<file path="config.mk">
export PLATFORM = sky130hd
export DESIGN_NAME = vga_timing_gen
export DESIGN_NICKNAME = d
export VERILOG_FILES = /design/src/rtl/vga_timing_gen.sv
export SDC_FILE = /design/constraint.sdc
export NUM_CORES = 1
export LEC_CHECK = 0
export BUFFER_PORTS_ARGS = -buffer_cell sky130_fd_sc_hd__buf_2
export CORE_MARGIN = 2
export CORE_UTILIZATION = 45
export CTS_CLUSTER_DIAMETER = 40
export CTS_CLUSTER_SIZE = 20
export DETAILED_ROUTE_END_ITERATION = 10
export GPL_TIMING_DRIVEN = 0
export PLACE_DENSITY = 0.74
export SLEW_MARGIN = 5
export SYNTH_ARGS = -nofsm -noshare
export SYNTH_HDL_FRONTEND = slang
export SYNTH_SLANG_ARGS = --single-unit
</file>
<file path="constraint.sdc">
create_clock -name CLK -period 3.25 [get_ports CLK]
set_clock_uncertainty 0.15 [all_clocks]
set_input_delay 0.325 -clock CLK [delete_from_list [all_inputs] [get_ports CLK]]
set_output_delay 0.325 -clock CLK [all_outputs]
set_load 0.01 [all_outputs]
</file>
<file path="src/rtl/vga_timing_gen.sv">
// rtl/vga_timing_gen.sv - 640x480@60 VGA pixel timing, clamped address publish and one-pixel colour/sync pipeline
// Optional 8-bar test pattern is compiled in with VGA_TEST_PATTERN_EN (adds TEST_MODE input).
module vga_timing_gen #(
  parameter int CLK_DIV = 2,
  parameter int H_VIS   = 640,
  parameter int H_FP    = 16,
  parameter int H_SYNC  = 96,
  parameter int H_BP    = 48,
  parameter int V_VIS   = 480,
  parameter int V_FP    = 10,
  parameter int V_SYNC  = 2,
  parameter int V_BP    = 33
) (
  input  logic       CLK,
  input  logic       RESET,
  input  logic [7:0] COLOUR_IN,
`ifdef VGA_TEST_PATTERN_EN
  input  logic       TEST_MODE,
`endif
  output logic [7:0] COLOUR_OUT,
  output logic       HS,
  output logic       VS,
  output logic [9:0] ADDRH,
  output logic [8:0] ADDRV,
  output logic       REFRESH
);

  localparam int H_TOT = H_VIS + H_FP + H_SYNC + H_BP;
  localparam int V_TOT = V_VIS + V_FP + V_SYNC + V_BP;
  localparam int DIV_W = $clog2(CLK_DIV);

  localparam logic [DIV_W-1:0] DIV_LAST   = DIV_W'(CLK_DIV - 1);
  localparam logic [9:0]       H_LAST     = 10'(H_TOT - 1);
  localparam logic [9:0]       V_LAST     = 10'(V_TOT - 1);
  localparam logic [9:0]       H_VIS_C    = 10'(H_VIS);
  localparam logic [9:0]       V_VIS_C    = 10'(V_VIS);
  localparam logic [9:0]       H_ADDR_MAX = 10'(H_VIS - 1);
  localparam logic [8:0]       V_ADDR_MAX = 9'(V_VIS - 1);
  localparam logic [9:0]       HS_START   = 10'(H_VIS + H_FP);
  localparam logic [9:0]       HS_END     = 10'(H_VIS + H_FP + H_SYNC);
  localparam logic [9:0]       VS_START   = 10'(V_VIS + V_FP);
  localparam logic [9:0]       VS_END     = 10'(V_VIS + V_FP + V_SYNC);

  logic [DIV_W-1:0] r_div;
  logic [9:0]       r_hcnt;
  logic [9:0]       r_vcnt;
  logic [9:0]       r_addrh;
  logic [8:0]       r_addrv;
  logic [7:0]       r_colour;
  logic             r_hs;
  logic             r_vs;
  logic             r_refresh;

  logic             w_tick;
  logic             w_hwrap;
  logic [9:0]       w_hnext;
  logic [9:0]       w_vnext;
  logic [9:0]       w_addrh;
  logic [8:0]       w_addrv;
  logic             w_vis;
  logic             w_hs_active;
  logic             w_vs_active;
  logic [7:0]       w_colour;

  assign w_tick  = (r_div == DIV_LAST);
  assign w_hwrap = (r_hcnt == H_LAST);
  assign w_hnext = w_hwrap ? 10'd0 : r_hcnt + 10'd1;

  always_comb begin
    w_vnext = r_vcnt;
    if (w_hwrap) begin
      w_vnext = (r_vcnt == V_LAST) ? 10'd0 : r_vcnt + 10'd1;
    end
  end

  // Clamp so the upstream stage only ever sees in-range coordinates.
  assign w_addrh = (w_hnext < H_VIS_C) ? w_hnext : H_ADDR_MAX;
  assign w_addrv = (w_vnext < V_VIS_C) ? w_vnext[8:0] : V_ADDR_MAX;

  // r_hcnt/r_vcnt still hold the coordinate published on the previous tick.
  assign w_vis       = (r_hcnt < H_VIS_C) && (r_vcnt < V_VIS_C);
  assign w_hs_active = (r_hcnt >= HS_START) && (r_hcnt < HS_END);
  assign w_vs_active = (r_vcnt >= VS_START) && (r_vcnt < VS_END);

`ifdef VGA_TEST_PATTERN_EN
  logic [9:0] w_bar_idx;
  logic [2:0] w_bar;

  assign w_bar_idx = r_hcnt / 10'd80;
  assign w_bar     = (w_bar_idx > 10'd7) ? 3'd7 : w_bar_idx[2:0];

  always_comb begin
    w_colour = 8'h00;
    if (w_vis) begin
      if (TEST_MODE) begin
        w_colour = {{3{w_bar[2]}}, {3{w_bar[1]}}, {2{w_bar[0]}}};
      end else begin
        w_colour = COLOUR_IN;
      end
    end
  end
`else
  always_comb begin
    w_colour = 8'h00;
    if (w_vis) begin
      w_colour = COLOUR_IN;
    end
  end
`endif

  always_ff @(posedge CLK) begin
    if (RESET) begin
      r_div     <= '0;
      r_hcnt    <= 10'd0;
      r_vcnt    <= 10'd0;
      r_addrh   <= 10'd0;
      r_addrv   <= 9'd0;
      r_colour  <= 8'h00;
      r_hs      <= 1'b1;
      r_vs      <= 1'b1;
      r_refresh <= 1'b0;
    end else begin
      r_refresh <= 1'b0;
      r_div     <= w_tick ? '0 : r_div + 1'b1;
      if (w_tick) begin
        r_hcnt    <= w_hnext;
        r_vcnt    <= w_vnext;
        r_addrh   <= w_addrh;
        r_addrv   <= w_addrv;
        r_colour  <= w_colour;
        r_hs      <= ~w_hs_active;
        r_vs      <= ~w_vs_active;
        r_refresh <= (w_hnext == 10'd0) && (w_vnext == V_VIS_C);
      end
    end
  end

  assign COLOUR_OUT = r_colour;
  assign HS         = r_hs;
  assign VS         = r_vs;
  assign ADDRH      = r_addrh;
  assign ADDRV      = r_addrv;
  assign REFRESH    = r_refresh;

endmodule

</file>
Word level (Yosys, flattened, before mapping). Index checks and enable logic that the tools add are counted.

ROM bits: 0. Logic and storage cells: 39. Bits of input ports: 10. Register bits: 51. Memory bits (writable): 0. Latch bits: 0. Memories kept: 0.

$lt $le $gt $ge: 8. Add/subtract/negate cells: 3. Div/mod/pow operators: 0. Bitwise operators: 3. Shifts and indexed selects: 0. Equal/unequal tests: 3. Reductions and logical operators: 7. Mux-type cells: 6. $mul: 0.

Operators by type and width (number): two-way mux 10 bit (4); less-than comparator 10 bit (second input constant) (3); less-than comparator 10 x 9 -> 1 bit (second input constant) (3); adder 10 x 1 -> 10 bit (second input constant) (2); == test 10 bit (second input constant) (2); == test 10 x 9 -> 1 bit (second input constant) (1); greater-or-equal comparator 10 bit (second input constant) (1); greater-or-equal comparator 10 x 9 -> 1 bit (second input constant) (1); zero test 10 bit (1); two-way mux 9 bit (1); two-way mux 8 bit (1); logical AND 1 bit (4); OR reduction 2 bit (2); NOT 1 bit (3); adder 1 bit (second input constant) (1).

Depth between registers and ports, before layout. Gate-level depths: netlist of the first run.

Word-level depth: 5. Gate-level depth with buffers: 10. Gate-level depth less buffers: 8.

Worst setup path after synthesis of the first run. OpenSTA, ideal clock, no wires.

Kind: reg2reg. Start: reg r_hcnt[9]. End: reg r_addrv[5] (netlist: ADDRV[5]). Path buffers: 0. Setup time: 117 ps. Setup slack: 668 ps. Data required time: 2983 ps. Cell stages (with the launch flop): 7. Arrival time: 2314 ps. Period minus slack after synthesis: 2582 ps. Cells stage by stage: dfxtp_1 -> or4b_1 -> or4_4 -> or4_1 -> a21oi_2 -> nor2b_2 -> a32o_1.

Longest elaborated chain between the ends: 4.

Ends and longest elaborated chain: start, declared (RTL line 45) `logic [9:0] r_hcnt;`; start signal, assigned (RTL line 126) `r_hcnt <= w_hnext;`; == test 10 bit (*) (RTL line 66) `assign w_hwrap = (r_hcnt == H_LAST);`; two-way mux 10 bit (*) (RTL line 71) `if (w_hwrap) begin`; less-than comparator 10 x 9 -> 1 bit (RTL line 78) `assign w_addrv = (w_vnext < V_VIS_C) ? w_vnext[8:0] : V_ADDR_MAX;`; two-way mux 9 bit (*) (RTL line 78); end signal, assigned (RTL line 129) `r_addrv <= w_addrv;`; end, declared (RTL line 48) `logic [8:0] r_addrv;`.

Every way passes the cells marked *; elsewhere a longest branch is shown, timed or not. A chain may end at the register's enable or synchronous reset.

Worst setup path in the final report of the first run.
Start: reg r_hcnt[1]. End: reg r_refresh (netlist: REFRESH).

Longest elaborated chain between the ends: 4.

Ends and longest elaborated chain: adder 10 x 1 -> 10 bit / == test 10 bit (equally long branches) (RTL line 67, 66); two-way mux 10 bit, on equally long branches (RTL line 67, 71); zero test 10 bit / == test 10 x 9 -> 1 bit (equally long branches) (RTL line 133) `r_refresh <= (w_hnext == 10'd0) && (w_vnext == V_VIS_C);`; logical AND 1 bit (*) (RTL line 133); end signal, assigned (RTL line 133); end, declared (RTL line 52) `logic r_refresh;`.

Marked as above.

==> implementation parameters, run 1 <==
Parameter                              Value

STA
  Worst Max-Slew Pin Slew ... 1.076 ns
  Post-route fraction of the period consumed by the critical path ... between 90 and 100%
  Worst Hold Slack ... between 0.06 and 0.07 ns
  Hold violation count in the final report ... 0
  Count of final setup violators ... 0
  Max transition margin ... around 28%
  Smallest setup slack after layout ... about 0.23 ns
  Post-route setup TNS ... 0 ns
  Unrepaired setup endpoints after global routing ... false
  Final Max Slew Viols ... 0
  Minimum clock period ... a little over 3 ns
  Highest clock frequency the design can meet ... approximately 330 MHz

Synthesis
  Sequential fraction of the synthesis area ... 40.02%
  Area share of the largest cell type after synthesis ... between 40 and 50%
  Count of mapped cells out of synthesis ... 310
  Number of distinct standard cells referenced by the synthesized netlist ... 49
  Post-synthesis sequential element count ... approximately 50
  Largest area contributor in the netlist ... sky130_fd_sc_hd__dfxtp_1
  Synth area leaders ... sky130_fd_sc_hd__dfxtp_1 (40%), sky130_fd_sc_hd__nor2_1 (5.7%), sky130_fd_sc_hd__nand2_1 (4.4%)
  Total of warnings raised by yosys ... 0
  Netlist area before placement ... between 2000 and 3000 um^2
  Average cell area after synthesis ... slightly above 8 um^2
  Post-synthesis net count ... approximately 320

Worst setup path
  Crit path required time ... about 3.3 ns
  Element type at the critical path start ... flop
  Kind of end point of the critical path ... flop
  Max FO, Critical Path ... 10
  WS Path Type ... reg2reg
  Endpoint arrival time on the critical path ... between 3 and 4 ns
  Launch point of the critical path ... r_hcnt[1]$_SDFFE_PP0P_
  Crit Reg-Reg Startpoint ... r_hcnt[1]$_SDFFE_PP0P_

Clock network
  Number of buffers created by CTS ... 5
  Number of H-tree levels ... 2
  CTS tree ... yes
  Number of buffers on the longest clock path ... 2
  Insertion delay of the later-clocked pin in the worst-skew pair ... between 0.3 and 0.4 ns
  Post-CTS setup buffer count ... 0
  # resized after CTS ... 0
  Clock sinks ... 51
  Clock-pin slew on the worst setup and hold paths ... about 0.1 ns
  Clock Root Buffer ... sky130_fd_sc_hd__clkbuf_8
  Number of hold buffers added after CTS ... 0

Finish
  Layout Nets ... 370
  Antenna cell count ... 0
  Post-Layout Inst Area ... ~3000 um^2
  Post-Route Utilization ... between 50% and 60%
  P&R area growth vs syn ... 15.69%
  Post-Layout Cell Count ... 429
  Fillcell total ... roughly 530
  Proportion of layout cells with a drive suffix above 1 ... between 10% and 20%

Power
  Power density over the cells ... around 420 nW/um^2
  Static leakage power ... ~1.2 nW
  Power after layout ... 1.234 mW
  Peak ir drop on the vdd network ... ~0.00029 V

Detailed routing
  Post-detailed-routing wire length ... just under 7 mm
  Via density per instance ... 5.730
  Drt first-iter violations ... around 300
  Number of remaining DRC errors ... 0
  Final antenna-violating net count ... 0
  Total via count in the routed design ... 2458
  Routed wire per std cell ... 15.67 um
  Pre-antenna DRT Iters ... 7

GRT
  Via count of the first global-routing pass ... between 2000 and 2500
  Largest net degree at the start of global routing ... 18
  First-pass GRT wire length ... approximately 11 mm
  Gr ovfl total ... 0
  Number of antenna violations at the first check in global routing ... 0
  Global-route usage over all layers ... between 20% and 30%

Placement
  Port Buffer Count ... 39
  Placed cell area ... 2836 um^2
  Post-DP HPWL ... 4.792 mm
  Pre-CTS setup slack ... 0.3635 ns
  Number of cells in the design after placement ... between 400 and 500
  Global placer's final weighted congestion ... about 0.94

Status
  Result of the run ... finished, final reports clean

Die
  Starting density of the core ... between 40% and 50%
  Placeable core area ... about 5500 um^2
  Overall die area ... approximately 6300 um^2
  Overall die height ... 79.30 um
  Number of top-level pins ... 40
  Die W ... 79.30 um
  Core Rows ... 27

Min path
  Hold path start ... COLOUR_IN[5]
  Type of the most critical hold path ... in2reg

Flow run
  Max-cap violations ... 0
placed cells by master, fill, tap and decap left out, drive strengths merged, types with 3 or more instances in the layout:
cell type  Yosys  layout
dfxtp         51      51
xor2           7       7
a21o           6       6
mux2i          4       4
nand3         10      10
a21oi         15      15
clkbuf        25      30
a221o          4       4
o21ai         16      16
nor2b          3       3
a311oi         6       6
inv            7       8
nor3          14      14
a211oi         3       3
nor2          39      39
nand4          6       6
nand2         30      30
a22o           8       8
buf            2      41
ha             4       4
nor4           4       4
a211o          4       4
xnor2         11      11
metal layers:
metal / vias up / global-route usage [%] / routed length, um
li1: 1198 / - / -
met5: - / 0 / 0
met2: 84 / 33.22 / 3021
met4: 0 / 8.103 / 107
met3: 14 / 4.886 / 421
met1: 1162 / 30.62 / 3170
cells in the mapped netlist, drive strengths merged:
master / number
dfxtp: 51
nor2: 39
nand2: 30
clkbuf: 25
o21ai: 16
a21oi: 15
nor3: 14
xnor2: 11
nand3: 10
a22o: 8
inv: 7
xor2: 7
a21o: 6
a311oi: 6
nand4: 6
a211o: 4
a221o: 4
ha: 4
mux2i: 4
nor4: 4
a211oi: 3
nor2b: 3
a221oi: 2
a22oi: 2
a31o: 2
a31oi: 2
a32o: 2
and2: 2
and3: 2
and4: 2
buf: 2
or3: 2
or4: 2
nand2b: 1
nand3b: 1
nand4b: 1
nor3b: 1
nor4b: 1
o211ai: 1
o21a: 1
o21bai: 1
o31a: 1
or2: 1
or4b: 1
cell families after synthesis:
kind of cell,after synthesis,synth area share [%]
simple gates,123,23.20
compound gates,76,22.07
mux,4,1.569
flops,51,40.02
fa+ha+maj,4,1.962
buf+inv,34,5.003
xor+xnor,18,6.179
flip-flops by register name, summed over array words and instances (netlist names):
signal / flops
REFRESH: 1
VS: 1
ADDRV: 9
r_div: 1
ADDRH: 10
HS: 1
COLOUR_OUT: 8
r_vcnt: 10
r_hcnt: 10
report_power, final:
part	switching (mW)	leakage (nW)	internal, mW
combinational	0.0698	0.691	0.0421
clock	0.232	0.0548	0.232
sequential	0.0122	0.415	0.645
final timing paths:
kind	to	slack (ns)	cells past startpoint
hold / removal	COLOUR_OUT[5]$_SDFFE_PP0P_	0.06	2
setup reg to reg	REFRESH$_SDFF_PP0_	0.23	7
hold reg to reg	ADDRH[8]$_SDFFE_PP0P_	0.30	2
setup / recovery	REFRESH$_SDFF_PP0_	0.23	7
critical path, stage by stage, from the launching register on:
cell	delay [ns]
sky130_fd_sc_hd__dfxtp_1	0.44
sky130_fd_sc_hd__ha_1	0.34
sky130_fd_sc_hd__and4_1	0.34
sky130_fd_sc_hd__and3_1	0.18
sky130_fd_sc_hd__clkbuf_1	0.31
sky130_fd_sc_hd__clkbuf_1	0.47
sky130_fd_sc_hd__o21ai_0	0.26
sky130_fd_sc_hd__nor4_1	0.41
area by class of cell:
cell class / count / area, um^2 / area share [%]
inverters: 7 / 26.28 / 0.8902
repair buffers: 39 / 195.2 / 6.613
clock buffers: 5 / 68.82 / 2.331
plain buffers: 27 / 101.3 / 3.434
well taps: 72 / 90.09 / 3.052
multi-input cells: 225 / 1403 / 47.52
flip-flops and latches: 51 / 1021 / 34.59
clock inverters: 3 / 46.29 / 1.568
Power figures use the tool's default switching activity.
==> run 2, diff against run 1 <==
Settings changed: PLACE_DENSITY 0.74 to 0.66.
==> run 2 against run 1 <==
Compared with the run above:
- cell area unchanged
- via count decreased by 2.4%
- core utilization did not move
- largest cell class unchanged
==> implementation parameters, run 2 (synthesis results as in run 1) <==
Parameter                              Value

STA
  Post-route fraction of the period consumed by the critical path ... around nine tenths
  Smallest setup slack after layout ... 0.2924 ns
  Count of final setup violators ... 0
  Worst Max-Slew Pin Slew ... a little under 1 ns
  Highest clock frequency the design can meet ... between 300 and 400 MHz
  Minimum clock period ... 2.958 ns
  Unrepaired setup endpoints after global routing ... false
  Final Max Slew Viols ... 0
  Hold violation count in the final report ... 0
  Post-route setup TNS ... 0 ns
  Max transition margin ... a little over a third

Clock network
  Number of buffers created by CTS ... 5
  Clock sinks ... between 50 and 60
  Number of hold buffers added after CTS ... 0
  CTS tree ... yes
  Number of H-tree levels ... 2
  Clock-pin slew on the worst setup and hold paths ... 0.10 ns
  Clock Root Buffer ... sky130_fd_sc_hd__clkbuf_8
  Post-CTS setup buffer count ... 0
  Number of buffers on the longest clock path ... 2
  Insertion delay of the later-clocked pin in the worst-skew pair ... around 0.30 ns
  # resized after CTS ... 0

Worst setup path
  Crit path required time ... approximately 3.3 ns
  Element type at the critical path start ... flop
  Most used cell along the critical path ... sky130_fd_sc_hd__clkbuf_1
  Endpoint arrival time on the critical path ... roughly 3 ns
  CP max stage cell ... sky130_fd_sc_hd__nor4b_1
  Kind of end point of the critical path ... flop
  Delay-heaviest family, CP ... simple AND/OR/NAND/NOR gates
  Worst path bufs/invs ... 3
  Max FO, Critical Path ... 10
  Crit-path max cell delay ... about 0.54 ns
  Cell chain of the critical path ... clkbuf_1 > nor4b_1 > and3_1 > clkbuf_1 > clkbuf_1 > o21ai_0 > nor4_1
  WS Path Type ... reg2reg

GRT
  Number of antenna violations at the first check in global routing ... 0
  Via count of the first global-routing pass ... around 2100
  First-pass GRT wire length ... about 11 mm
  Gr ovfl total ... 0
  Largest net degree at the start of global routing ... 18
  Global-route usage over all layers ... 21.28%

Detailed routing
  Drt first-iter violations ... between 200 and 250
  Total via count in the routed design ... 2400
  Via density per instance ... between 5 and 6
  Number of remaining DRC errors ... 0
  Routed wire per std cell ... about 15 um
  Post-detailed-routing wire length ... approximately 6.4 mm
  Final antenna-violating net count ... 0
  Pre-antenna DRT Iters ... 4

Die
  Die W ... 79.30 um
  Core Rows ... 27
  Placeable core area ... approximately 5500 um^2
  Starting density of the core ... a little under half
  Number of top-level pins ... 40
  Overall die height ... roughly 80 um
  Overall die area ... 6288 um^2

Power
  Peak ir drop on the vdd network ... 0.0001809 V
  Static leakage power ... around 1.2 nW
  Power density over the cells ... a little over 400 nW/um^2

Finish
  P&R area growth vs syn ... 15.69%
  Antenna cell count ... 0
  Proportion of layout cells with a drive suffix above 1 ... 15.97%
  Layout Nets ... 370
  Post-Layout Cell Count ... ~430
  Fillcell total ... 556
  Most frequent standard cell in the layout excluding fill and tap cells ... sky130_fd_sc_hd__dfxtp_1
  Most used cells in the layout excluding fill and tap cells ... sky130_fd_sc_hd__dfxtp_1 (51), sky130_fd_sc_hd__nor2_1 (39), sky130_fd_sc_hd__buf_2 (39)

Placement
  Number of cells in the design after placement ... between 400 and 500
  Port Buffer Count ... 39
  Post-DP HPWL ... about 4.8 mm
  Pre-CTS setup slack ... around 0.35 ns
  Global placer's final weighted congestion ... ~0.97

Min path
  Type of the most critical hold path ... in2reg

Status
  Result of the run ... finished, final reports clean

Flow run
  Max-cap violations ... 0
## run 2: final timing paths
| kind | start | end | slack, ns | cells past startpoint |
|---|---|---|---|---|
| hold / removal | COLOUR_IN[4] | COLOUR_OUT[4]$_SDFFE_PP0P_ | 0.08 | 2 |
| hold reg to reg | ADDRH[8]$_SDFFE_PP0P_ | ADDRH[8]$_SDFFE_PP0P_ | 0.30 | 2 |
| setup / recovery | r_hcnt[6]$_SDFFE_PP0P_ | REFRESH$_SDFF_PP0_ | 0.29 | 7 |
| setup reg to reg | r_hcnt[6]$_SDFFE_PP0P_ | REFRESH$_SDFF_PP0_ | 0.29 | 7 |
## run 2: per-stage QoR
stage                     util, %  instance area (um^2)  total power, mW  hold slack (ns)
after floorplan                 -                  2551           0.7401           0.3007
after global placement      51.51                  2836           0.7790           0.2817
after detailed placement    51.51                  2836           0.7806           0.2842
after CTS                   53.60                  2952            1.228          0.07411
after global routing        53.60                  2952            1.270          0.07353
final                       53.60                  2952            1.219          0.07995
## run 2: power breakdown
part           leakage (nW)  internal (mW)  switching [mW]
Clock                0.0548          0.232           0.221
Sequential            0.415          0.645          0.0114
Combinational         0.691         0.0419          0.0672
## run 2: routing by layer
layer	vias up	GRT usage [%]	wire, um
li1	1200	-	-
met1	1125	31.12	3072
met2	67	31.95	2846
met3	8	3.182	413
met4	0	7.069	78
met5	-	0	0
## run 2: final cells by class
cell class	instances	area, um^2	share of cell area (%)
clock inverter	3	46.29	1.568
tap	72	90.09	3.052
sequential	51	1021	34.59
buffer	27	101.3	3.434
multi-input combinational	225	1403	47.52
inverter	7	26.28	0.8902
timing repair buffer	39	195.2	6.613
clock buffer	5	68.82	2.331
==> run 3, diff against run 2 <==
Settings changed: ABC_AREA set to 1, GPL_ROUTABILITY_DRIVEN set to 0, GPL_TIMING_DRIVEN 0 to unset.
==> run 3 against run 2 <==
Compared with the run above:
- routed wire length shrank 14%
- cell area shrank 3.2%
- register-to-register slack gained 0.81 ns
- sequential power shrank 2%
- critical path type unchanged
- largest cell class unchanged
- largest power group unchanged
==> implementation parameters, run 3 <==
Parameter                              Value

GRT
  Global-route usage over all layers ... slightly below 20%
  Number of antenna violations at the first check in global routing ... 0
  First-pass GRT wire length ... slightly below 10 mm
  Largest net degree at the start of global routing ... 31
  Gr ovfl total ... 0
  Via count of the first global-routing pass ... ~2100

Worst setup path
  Max FO, Critical Path ... 11
  Element type at the critical path start ... flop
  Crit Reg-Reg Startpoint ... r_hcnt[0]$_SDFFE_PP0P_
  Crit path required time ... ~3.3 ns
  Worst path bufs/invs ... 1
  WS Path Type ... reg2reg
  Delay-heaviest family, CP ... simple AND/OR/NAND/NOR gates
  R2r setup slk ... approximately 1.1 ns
  Cell chain of the critical path ... ha_1 > nand4_4 > clkinv_1 > nand2_1 > o21ai_1 > a21oi_2 > nand3_2 > o211ai_1
  CP max stage cell ... sky130_fd_sc_hd__dfxtp_1
  Endpoint arrival time on the critical path ... approximately 2.2 ns
  Reg-to-reg critical path endpoint ... ADDRH[1]$_SDFFE_PP0P_
  Kind of end point of the critical path ... flop
  Worst-case reg-to-reg path depth ... 8
  Crit-path max cell delay ... around 0.36 ns

STA
  Worst Max-Slew Pin Slew ... around 0.64 ns
  Minimum clock period ... 2.147 ns
  Final Max Slew Viols ... 0
  Unrepaired setup endpoints after global routing ... false
  Highest clock frequency the design can meet ... about 470 MHz
  Post-route setup TNS ... 0 ns
  Count of final setup violators ... 0
  Max transition margin ... between 50% and 60%
  Post-route fraction of the period consumed by the critical path ... around two thirds
  Hold violation count in the final report ... 0

Detailed routing
  Total via count in the routed design ... about 2200
  Routed wire per std cell ... ~12 um
  Final antenna-violating net count ... 0
  Number of remaining DRC errors ... 0
  Post-detailed-routing wire length ... 5.519 mm
  Via density per instance ... between 5 and 6
  Drt first-iter violations ... between 100 and 150
  Pre-antenna DRT Iters ... 4

Min path
  Type of the most critical hold path ... in2reg
  Hold path start ... COLOUR_IN[3]
  Hold worst-path end ... COLOUR_OUT[3]$_SDFFE_PP0P_
  Worst hold stages ... 3

Die
  Starting density of the core ... 46.28%
  Number of top-level pins ... 40
  Die W ... 78.80 um
  Overall die area ... around 6200 um^2
  Core Rows ... 27
  Overall die height ... just under 80 um
  Placeable core area ... roughly 5400 um^2

Finish
  P&R area growth vs syn ... 13.52%
  Most used cells in the layout excluding fill and tap cells ... sky130_fd_sc_hd__nand2_1 (93), sky130_fd_sc_hd__dfxtp_1 (51), sky130_fd_sc_hd__buf_2 (39)
  Proportion of layout cells with a drive suffix above 1 ... 20.74%
  Antenna cell count ... 0
  Post-Layout Cell Count ... 448
  Layout Nets ... 389
  Post-Layout Inst Area ... between 2000 and 3000 um^2
  Most frequent standard cell in the layout excluding fill and tap cells ... sky130_fd_sc_hd__nand2_1

Power
  Peak ir drop on the vdd network ... around 0.00029 V
  Power density over the cells ... 413.7 nW/um^2
  Static leakage power ... between 1 and 1.5 nW
  Power after layout ... around 1.2 mW

Placement
  Placed cell area ... between 2000 and 3000 um^2
  Number of cells in the design after placement ... 440
  Post-DP HPWL ... ~4 mm
  Port Buffer Count ... 39

Synthesis
  Count of flip-flops with a built-in enable after synthesis ... 0
  Total of warnings raised by yosys ... 0
  Count of mapped cells out of synthesis ... roughly 340
  Synth area leaders ... sky130_fd_sc_hd__dfxtp_1 (41%), sky130_fd_sc_hd__nand2_1 (14%), sky130_fd_sc_hd__nand3_1 (6.0%)
  Top cells by instance count after synthesis ... sky130_fd_sc_hd__nand2_1 (93), sky130_fd_sc_hd__dfxtp_1 (51), sky130_fd_sc_hd__inv_1 (36), sky130_fd_sc_hd__nand3_1 (30), sky130_fd_sc_hd__o21ai_0 (27)
  Netlist area before placement ... roughly 2500 um^2
  Library cell with the highest instance count after synthesis ... sky130_fd_sc_hd__nand2_1
  Sequential fraction of the synthesis area ... approximately 41%
  Share of flip-flops with an asynchronous set or reset after synthesis ... 0%
  Area share of the largest cell type after synthesis ... just over 40%
  Average cell area after synthesis ... ~7.5 um^2
  Largest area contributor in the netlist ... sky130_fd_sc_hd__dfxtp_1
  Post-synthesis sequential element count ... 51
  Ys flop type ... sky130_fd_sc_hd__dfxtp_1
  Post-synthesis net count ... 351
  Number of distinct standard cells referenced by the synthesized netlist ... 37

Flow run
  Max-cap violations ... 0

Clock network
  Post-CTS setup buffer count ... 0
  Number of buffers on the longest clock path ... 2
  Clock Root Buffer ... sky130_fd_sc_hd__clkbuf_8
  Clock sinks ... between 50 and 60
  Number of buffers created by CTS ... 5
  # resized after CTS ... 0
  Number of hold buffers added after CTS ... 0
  Number of H-tree levels ... 2
  CTS tree ... yes
  Clock-pin slew on the worst setup and hold paths ... roughly 0.10 ns
  Insertion delay of the later-clocked pin in the worst-skew pair ... between 0.3 and 0.4 ns

Status
  Result of the run ... finished, final reports clean
==> run 3: final cells by class <==
| cell class | count | area (um^2) |
|---|---|---|
| well taps | 72 | 90.09 |
| repair buffers | 42 | 217.7 |
| flip-flops and latches | 51 | 1021 |
| inverters | 37 | 138.9 |
| clock inverters | 2 | 38.79 |
| clock buffers | 6 | 82.58 |
| multi-input cells | 238 | 1269 |
| fillers | 549 | 2581 |
==> run 3: where the power goes <==
group | switching [mW] | internal [mW]
clock network | 0.226 | 0.254
registers | 0.00748 | 0.636
logic | 0.0387 | 0.0204
==> run 3: cells by family (layout without fill, tap and decap cells) <==
logic type	after synthesis	after routing	synth area share (%)
flops	51	51	40.56
xor+xnor	1	1	0.3480
fa+ha+maj	4	4	1.988
simple gates	181	181	35.59
compound gates	52	52	12.28
buf+inv	48	87	9.244
==> run 3: worst min-delay path: stages <==
cell                      delay, ns
sky130_fd_sc_hd__buf_2         0.09
sky130_fd_sc_hd__nand2_1       0.05
sky130_fd_sc_hd__o21ai_0       0.07
==> run 3: worst max path at each step <==
stage,start,depth (start not counted),slack [ns],to
5_1_grt,r_hcnt[0]$_SDFFE_PP0P_,8,0.92,ADDRH[1]$_SDFFE_PP0P_
4_1_cts,r_hcnt[0]$_SDFFE_PP0P_,11,1.10,ADDRV[3]$_SDFFE_PP0P_
3_5_place_dp,r_hcnt[0]$_SDFFE_PP0P_,11,1.14,ADDRV[3]$_SDFFE_PP0P_
2_1_floorplan,r_hcnt[0]$_SDFFE_PP0P_,10,1.46,ADDRV[4]$_SDFFE_PP0P_
3_3_place_gp,r_hcnt[0]$_SDFFE_PP0P_,10,1.19,ADDRV[4]$_SDFFE_PP0P_
6_report,r_hcnt[0]$_SDFFE_PP0P_,8,1.10,ADDRH[1]$_SDFFE_PP0P_
==> run 3: metal layers <==
metal | vias to the layer above | track usage (%) | part of all wire [%]
li1 | 1178 | - | -
met1 | 1018 | 24.15 | 48
met2 | 38 | 32.65 | 47
met3 | 12 | 3.977 | 3.0
met4 | 0 | 9.123 | 2.4
met5 | - | 0 | 0
==> run 3: metrics by stage <==
stage	util [%]	hold slack, ns	setup slack, ns
after CTS	52.54	0.1134	1.101
after detailed placement	50.31	0.2845	1.136
after global routing	52.54	0.1207	0.9220
after global placement	50.31	0.2849	1.193
after floorplan	-	0.2813	1.457
final	52.54	0.1123	1.103
